$ cat src/rtl/fp_result_queue.sv
// fp_result_queue: FIFO of packed FP results with RISC-V sticky exception flag accumulation.
package addpkg;
  typedef logic [2:0] o_err_t;
  localparam o_err_t ERR_NONE      = 3'd0;
  localparam o_err_t ERR_INVALID   = 3'd1;
  localparam o_err_t ERR_DIVZERO   = 3'd2;
  localparam o_err_t ERR_OVERFLOW  = 3'd3;
  localparam o_err_t ERR_UNDERFLOW = 3'd4;
  localparam o_err_t ERR_INEXACT   = 3'd5;
endpackage

module fp_result_queue
  import addpkg::*;
#(
  parameter int DEPTH = 4
) (
  input  logic                     clk,
  input  logic                     rst,
  input  logic                     in_valid,
  output logic                     in_ready,
  input  logic [31:0]              fp_in,
  input  o_err_t                   err_in,
  output logic                     out_valid,
  input  logic                     out_ready,
  output logic [31:0]              fp_q,
  output o_err_t                   err_q,
  output logic [$clog2(DEPTH):0]   count,
  output logic [4:0]               fflags,
  input  logic                     fflags_clr,
  input  logic                     fflags_we,
  input  logic [4:0]               fflags_wdata
);
  localparam int AW = $clog2(DEPTH);
  localparam logic [AW:0] FULL = (AW+1)'(DEPTH);
  logic [31:0] fp_mem [DEPTH];
  o_err_t err_mem [DEPTH];
  logic [AW-1:0] rd_ptr, wr_ptr;
  logic push, pop;
  logic [4:0] new_flag;
  always_comb begin
    in_ready = (count != FULL) && !rst;
    out_valid = count != '0;
    push = in_valid && in_ready;
    pop = out_valid && out_ready;
    fp_q = fp_mem[rd_ptr];
    err_q = err_mem[rd_ptr];
    new_flag = push ? {err_in == ERR_INVALID, err_in == ERR_DIVZERO, err_in == ERR_OVERFLOW,
                       err_in == ERR_UNDERFLOW, err_in == ERR_INEXACT} : 5'b0;
  end
  always_ff @(posedge clk) begin
    if (rst) begin
      rd_ptr <= '0;
      wr_ptr <= '0;
      count <= '0;
      fflags <= '0;
      for (int i = 0; i < DEPTH; i++) begin
        fp_mem[i] <= '0;
        err_mem[i] <= ERR_NONE;
      end
    end else begin
      if (push) begin
        fp_mem[wr_ptr] <= fp_in;
        err_mem[wr_ptr] <= err_in;
        wr_ptr <= wr_ptr + 1'b1;
      end
      if (pop) rd_ptr <= rd_ptr + 1'b1;
      count <= (push && !pop) ? count + 1'b1 : (pop && !push) ? count - 1'b1 : count;
      // A flag raised this cycle survives a simultaneous clear or fcsr write.
      fflags <= (fflags_we ? fflags_wdata : fflags_clr ? 5'b0 : fflags) | new_flag;
    end
  end
endmodule

$ cat config.mk
export PLATFORM = sky130hd
export DESIGN_NAME = fp_result_queue
export DESIGN_NICKNAME = d
export VERILOG_FILES = /design/src/rtl/fp_result_queue.sv
export SDC_FILE = /design/constraint.sdc
export NUM_CORES = 1
export LEC_CHECK = 0
export ABC_AREA = 1
export BUFFER_PORTS_ARGS = -buffer_cell sky130_fd_sc_hd__buf_4
export CELL_PAD_IN_SITES_DETAIL_PLACEMENT = 0
export CELL_PAD_IN_SITES_GLOBAL_PLACEMENT = 1
export CORE_MARGIN = 2
export CORE_UTILIZATION = 49
export DETAILED_ROUTE_END_ITERATION = 8
export PLACE_DENSITY_LB_ADDON = 0.1
export SYNTH_ARGS = -nofsm -noshare
export SYNTH_HDL_FRONTEND = slang
export SYNTH_SLANG_ARGS = --single-unit
$ cat constraint.sdc
create_clock -name clk -period 9.15 [get_ports clk]
set_input_delay 0.915 -clock clk [delete_from_list [all_inputs] [get_ports clk]]
set_output_delay 0.915 -clock clk [all_outputs]
set_load 0.01 [all_outputs]
Yosys cells after proc, flatten, opt, wreduce, memory -nomap -nowiden
Memories as Yosys holds them, arrays and structs flattened. A register that Yosys moved wholly into a read port is not among the register bits.
Cells that the tools add are included.
W data, S select, Z words.
{"block": "word_totals", "register_bits": 12, "ram_bits": 140, "in_bits": 46, "output_inout_bits": 45, "elab_cells": 49, "mem_count": 2}
{"memory": "fp_mem", "words": 4, "word_bits": 32, "read_ports": 1, "rd_clocked_by_memory_dff": 1, "write_ports": 4, "line": "35", "text": "logic [31:0] fp_mem [DEPTH];"}
{"memory": "err_mem", "words": 4, "word_bits": 3, "read_ports": 1, "rd_clocked_by_memory_dff": 1, "write_ports": 4, "line": "36", "text": "o_err_t err_mem [DEPTH];"}
{"block": "op_classes", "add_sub_neg": 4, "eq_ne": 6, "mux": 20, "bitwise": 1, "n_reduce_logical": 12}
{"cell": "$mux W32", "count": 1}
{"cell": "$reduce_or A32 Y1", "count": 1}
{"cell": "$mux W5", "count": 3}
{"cell": "$mux W2", "count": 6}
{"cell": "$mux W3", "count": 3}
{"cell": "$mux W1", "count": 7}
{"cell": "$eq A3 B2 Y1 const B", "count": 2}
{"cell": "$eq A3 B3 Y1 const B", "count": 2}
{"cell": "$logic_and A1 B1 Y1", "count": 5}
{"cell": "$or A5 B5 Y5", "count": 1}
{"cell": "$add A2 B1 Y2 const B", "count": 2}
{"cell": "$add A3 B1 Y3 const B", "count": 1}
{"cell": "$eq A3 B1 Y1 const B", "count": 1}
{"cell": "$logic_not A1 Y1", "count": 3}
{"cell": "$ne A3 B3 Y1 const B", "count": 1}
{"cell": "$reduce_bool A3 Y1", "count": 1}
{"cell": "$reduce_or A3 Y1", "count": 1}
{"cell": "$sub A3 B1 Y3 const B", "count": 1}
{"cell": "$reduce_bool A2 Y1", "count": 1}

Depth between registers and ports, before layout
{"block": "logic_depth", "ltp_word": 8, "mapped_depth": 12, "depth_no_buf": 12}

Worst setup path after synthesis
OpenSTA, ideal clock, no wires.
{"block": "synth_timing", "path_type": "input to register", "startpoint": "input port rst", "endpoint": "memory err_mem[1][0] (netlist name) (enable)", "setup_time_ns": 0.476, "arrival_ns": 3.954, "required_ns": 8.674, "setup_slack_ns": 4.720, "path_stages": 5, "path_buffers": 2, "cell_sequence": "buf_2 > inv_4 > nand3_4 > buf_4 > o21ai_0"}
{"item": "start, declared", "line": "18", "text": "input logic rst,"}
{"item": "end, declared", "line": "36"}

==> results by group <==
Layout
  • Ant. Diodes: 0
  • Fillers: 1,162
  • Fin nets: approximately 750
  • Post-layout util: 0.6065
  • Share of cells above drive strength 1: 0.2272
  • Area grow syn2layout: 20.24%
  • Non-filler instance count after layout: 889

Floorplanning
  • Total die area: 14,690 um2
  • Num rows: 42
  • Initial core utilization: 0.5044
  • Ports: 91
  • Core area: 13,350 um2
  • Die height: 121.2 um
  • Die width: 121.2 um

Placement
  • Placer Congestion: around 0.73
  • Number of port buffers: 90
  • Cells after DPL: around 860
  • Detailed placement HPWL: between 8000 and 9000 um

Setup path
  • CP required: approximately 9.2 ns
  • Crit path max-delay cell type: nand2_2
  • WS Path Type: in -> reg
  • Worst Setup Start Kind: primary input
  • Worst path bufs/invs: 3
  • Most used cell, CP: inv_4
  • CP Max Fanout: 71
  • Worst stage delay on the critical path: 0.92 ns
  • Crit-path leading delay family: simple AND/OR/NAND/NOR gates
  • Cells along the critical path: buf_4 > inv_4 > nand3_4 > inv_4 > nand3_2 > nand2_2
  • WP data arrival: 3.68 ns
  • Crit. End Element: flip-flop

Synthesis
  • Avg Cell Area, Syn: 10.72 um2
  • Yosys top cell by area: edfxtp_1
  • Synth top area cells: edfxtp_1, nor2_1, o21ai_0
  • Yosys top cell area share: 0.6244
  • Synth Register Bits: 154
  • Syn_nets: 676
  • Post-synth EDFFs: 140
  • Cells after Synth: around 630
  • Synth cell types: 27
  • Post-synth ARST share: 0
  • Synth Cell Area: 6733 um2
  • Yosys warning count: 0
  • Sequential fraction of the synthesis area: 0.6660
  • Main flop type after synthesis: edfxtp_1

STA
  • Final Skew: 0.008323 ns
  • Slew @ Worst Pin: around 1.1 ns
  • RSZ-0062 raised after global routing: no
  • Max Fclk: between 200 and 300 MHz
  • Final hold viol count: 0
  • Max-slew headroom: 0.2337
  • Setup Viol. Count Final: 0
  • Post-layout min period: 3.640 ns
  • Fin crit share: 0.3979
  • Final slew viol count: 0
  • Fin Setup TNS: 0 ns
  • Hold WS: approximately 0.5 ns

Clock tree
  • Reg clk slew, reported paths: 0.06 ns
  • Clock latency on the worst-skew pair: roughly 0.42 ns
  • CTS sink cnt: between 150 and 200
  • Hold-fix buffers at CTS: 0
  • H-tree levels: 4
  • Post_cts resized: 0
  • Clk buf depth: 2
  • CTS Buf Count: 17
  • Root Buffer: clkbuf_16
  • # Post-CTS Setup Buffers: 0
  • CTS tree: built

GRT
  • First-pass GRT wire length: approximately 24,000 um
  • Number of global-route vias before repair: 4,783
  • Largest net degree at the start of global routing: 72
  • Initial antenna violation count: 0
  • Remaining Overflow, GRT: 0
  • GRT Total Usage: 0.2107

Power and ir drop
  • Worst vdd ir: 0.1160 mV
  • Power per cell area: 269.8 nW/um2
  • Leak pwr: 3.229 nW
  • Pwr Total: 2.184 mW

Routing
  • Routed WL: roughly 15,000 um
  • WL per Instance: 16.41 um
  • Drt via density: between 5 and 6
  • Routed via count: 4,778
  • Pre-antenna DRT Iters: 5
  • Drc violations: 0
  • Post-route ant nets: 0
  • Drt first-iter violations: 424

Run
  • Max-cap viol count: 0

Min path
  • Worst Hold Class: reg -> reg

Status
  • Status: finished, final reports clean
-- metal layers --
layer,share of wire,track usage,up-vias
met3,0.048,0.04135,18
li1,-,-,2317
met2,0.50,0.3427,137
met4,0.021,0.1013,0
met5,0,0,-
met1,0.43,0.2722,2306
-- flip-flops by register name (all words and copies together) (netlist names), named ones only --
register  flops
fp_mem      128
count         3
fflags        5
rd_ptr        2
err_mem      12
wr_ptr        2
-- cells in the mapped netlist, drive strengths merged, types with 4 or more instances --
library cell  number
nor2             193
edfxtp           140
o21ai             73
inv               49
o22ai             35
nor3              32
nand2             21
buf               20
clkbuf            20
dfxtp             14
a21oi              9
nand4              8
a22oi              5
nand3              4
-- cells by family (layout without fill, tap and decap cells) --
group | count (synthesis) | in the layout | synth area share
simple gates | 259 | 259 | 0.1712
flops | 154 | 154 | 0.6660
compound gates | 122 | 122 | 0.09905
buf+inv | 90 | 175 | 0.05761
fa+ha+maj | 2 | 2 | 0.004832
xor+xnor | 1 | 1 | 0.001301
-- power by group --
part | switching, mW | internal [mW]
clock network | 0.261 | 0.481
logic | 0.351 | 0.223
registers | 0.0240 | 0.844
-- tightest hold or removal path, stage by stage (launching register included) --
cell,delay [ns]
dfxtp_1,0.32
a21oi_1,0.05
nor2_1,0.08
-- cell usage in the layout (no fill, tap or decap), drive strengths merged --
cell type and n:
nand3 4, clkinv 5, clkbuf 22, nand2 21
edfxtp 140, nor2 193, or2 1, buf 93
a22oi 5, ha 1, o21ai 73, dfxtp 14
xor2 1, a21oi 9, fa 1, bufinv 5
nand4 8, o22ai 35, inv 50, nor3 32
-- area by class of cell --
| type | count | area [um2] | area share |
|---|---|---|---|
| Timing Repair Buffer | 93 | 698.2 | 0.08624 |
| Clock inverter | 10 | 172.7 | 0.02133 |
| Tap cell | 176 | 220.2 | 0.02720 |
| Inverter | 50 | 192.7 | 0.02380 |
| Clock buffer | 22 | 444.2 | 0.05487 |
| Sequential cell | 154 | 4486 | 0.5541 |
| Multi-Input combinational cell | 384 | 1882 | 0.2325 |
-- final timing paths --
kind | start | end | slack (ns) | cells after the start
setup reg to reg | count[0] | fp_mem[2][14] | 5.73 | 6
hold reg to reg | rd_ptr[0] | flip-flop | 0.50 | 2
hold / removal | rd_ptr[0] | flip-flop | 0.50 | 2
setup / recovery | rst | fp_mem[2][14] | 5.51 | 6
-- stage by stage --
step / setup WS, ns / instance area (um2)
3_5_place_dp: 4.962 / 7478
3_3_place_gp: 5.073 / 7478
6_report: 5.510 / 8095
4_1_cts: 5.408 / 8095
2_1_floorplan: 4.720 / 6733
5_1_grt: 5.101 / 8095
(Power assumes the default switching activity.)
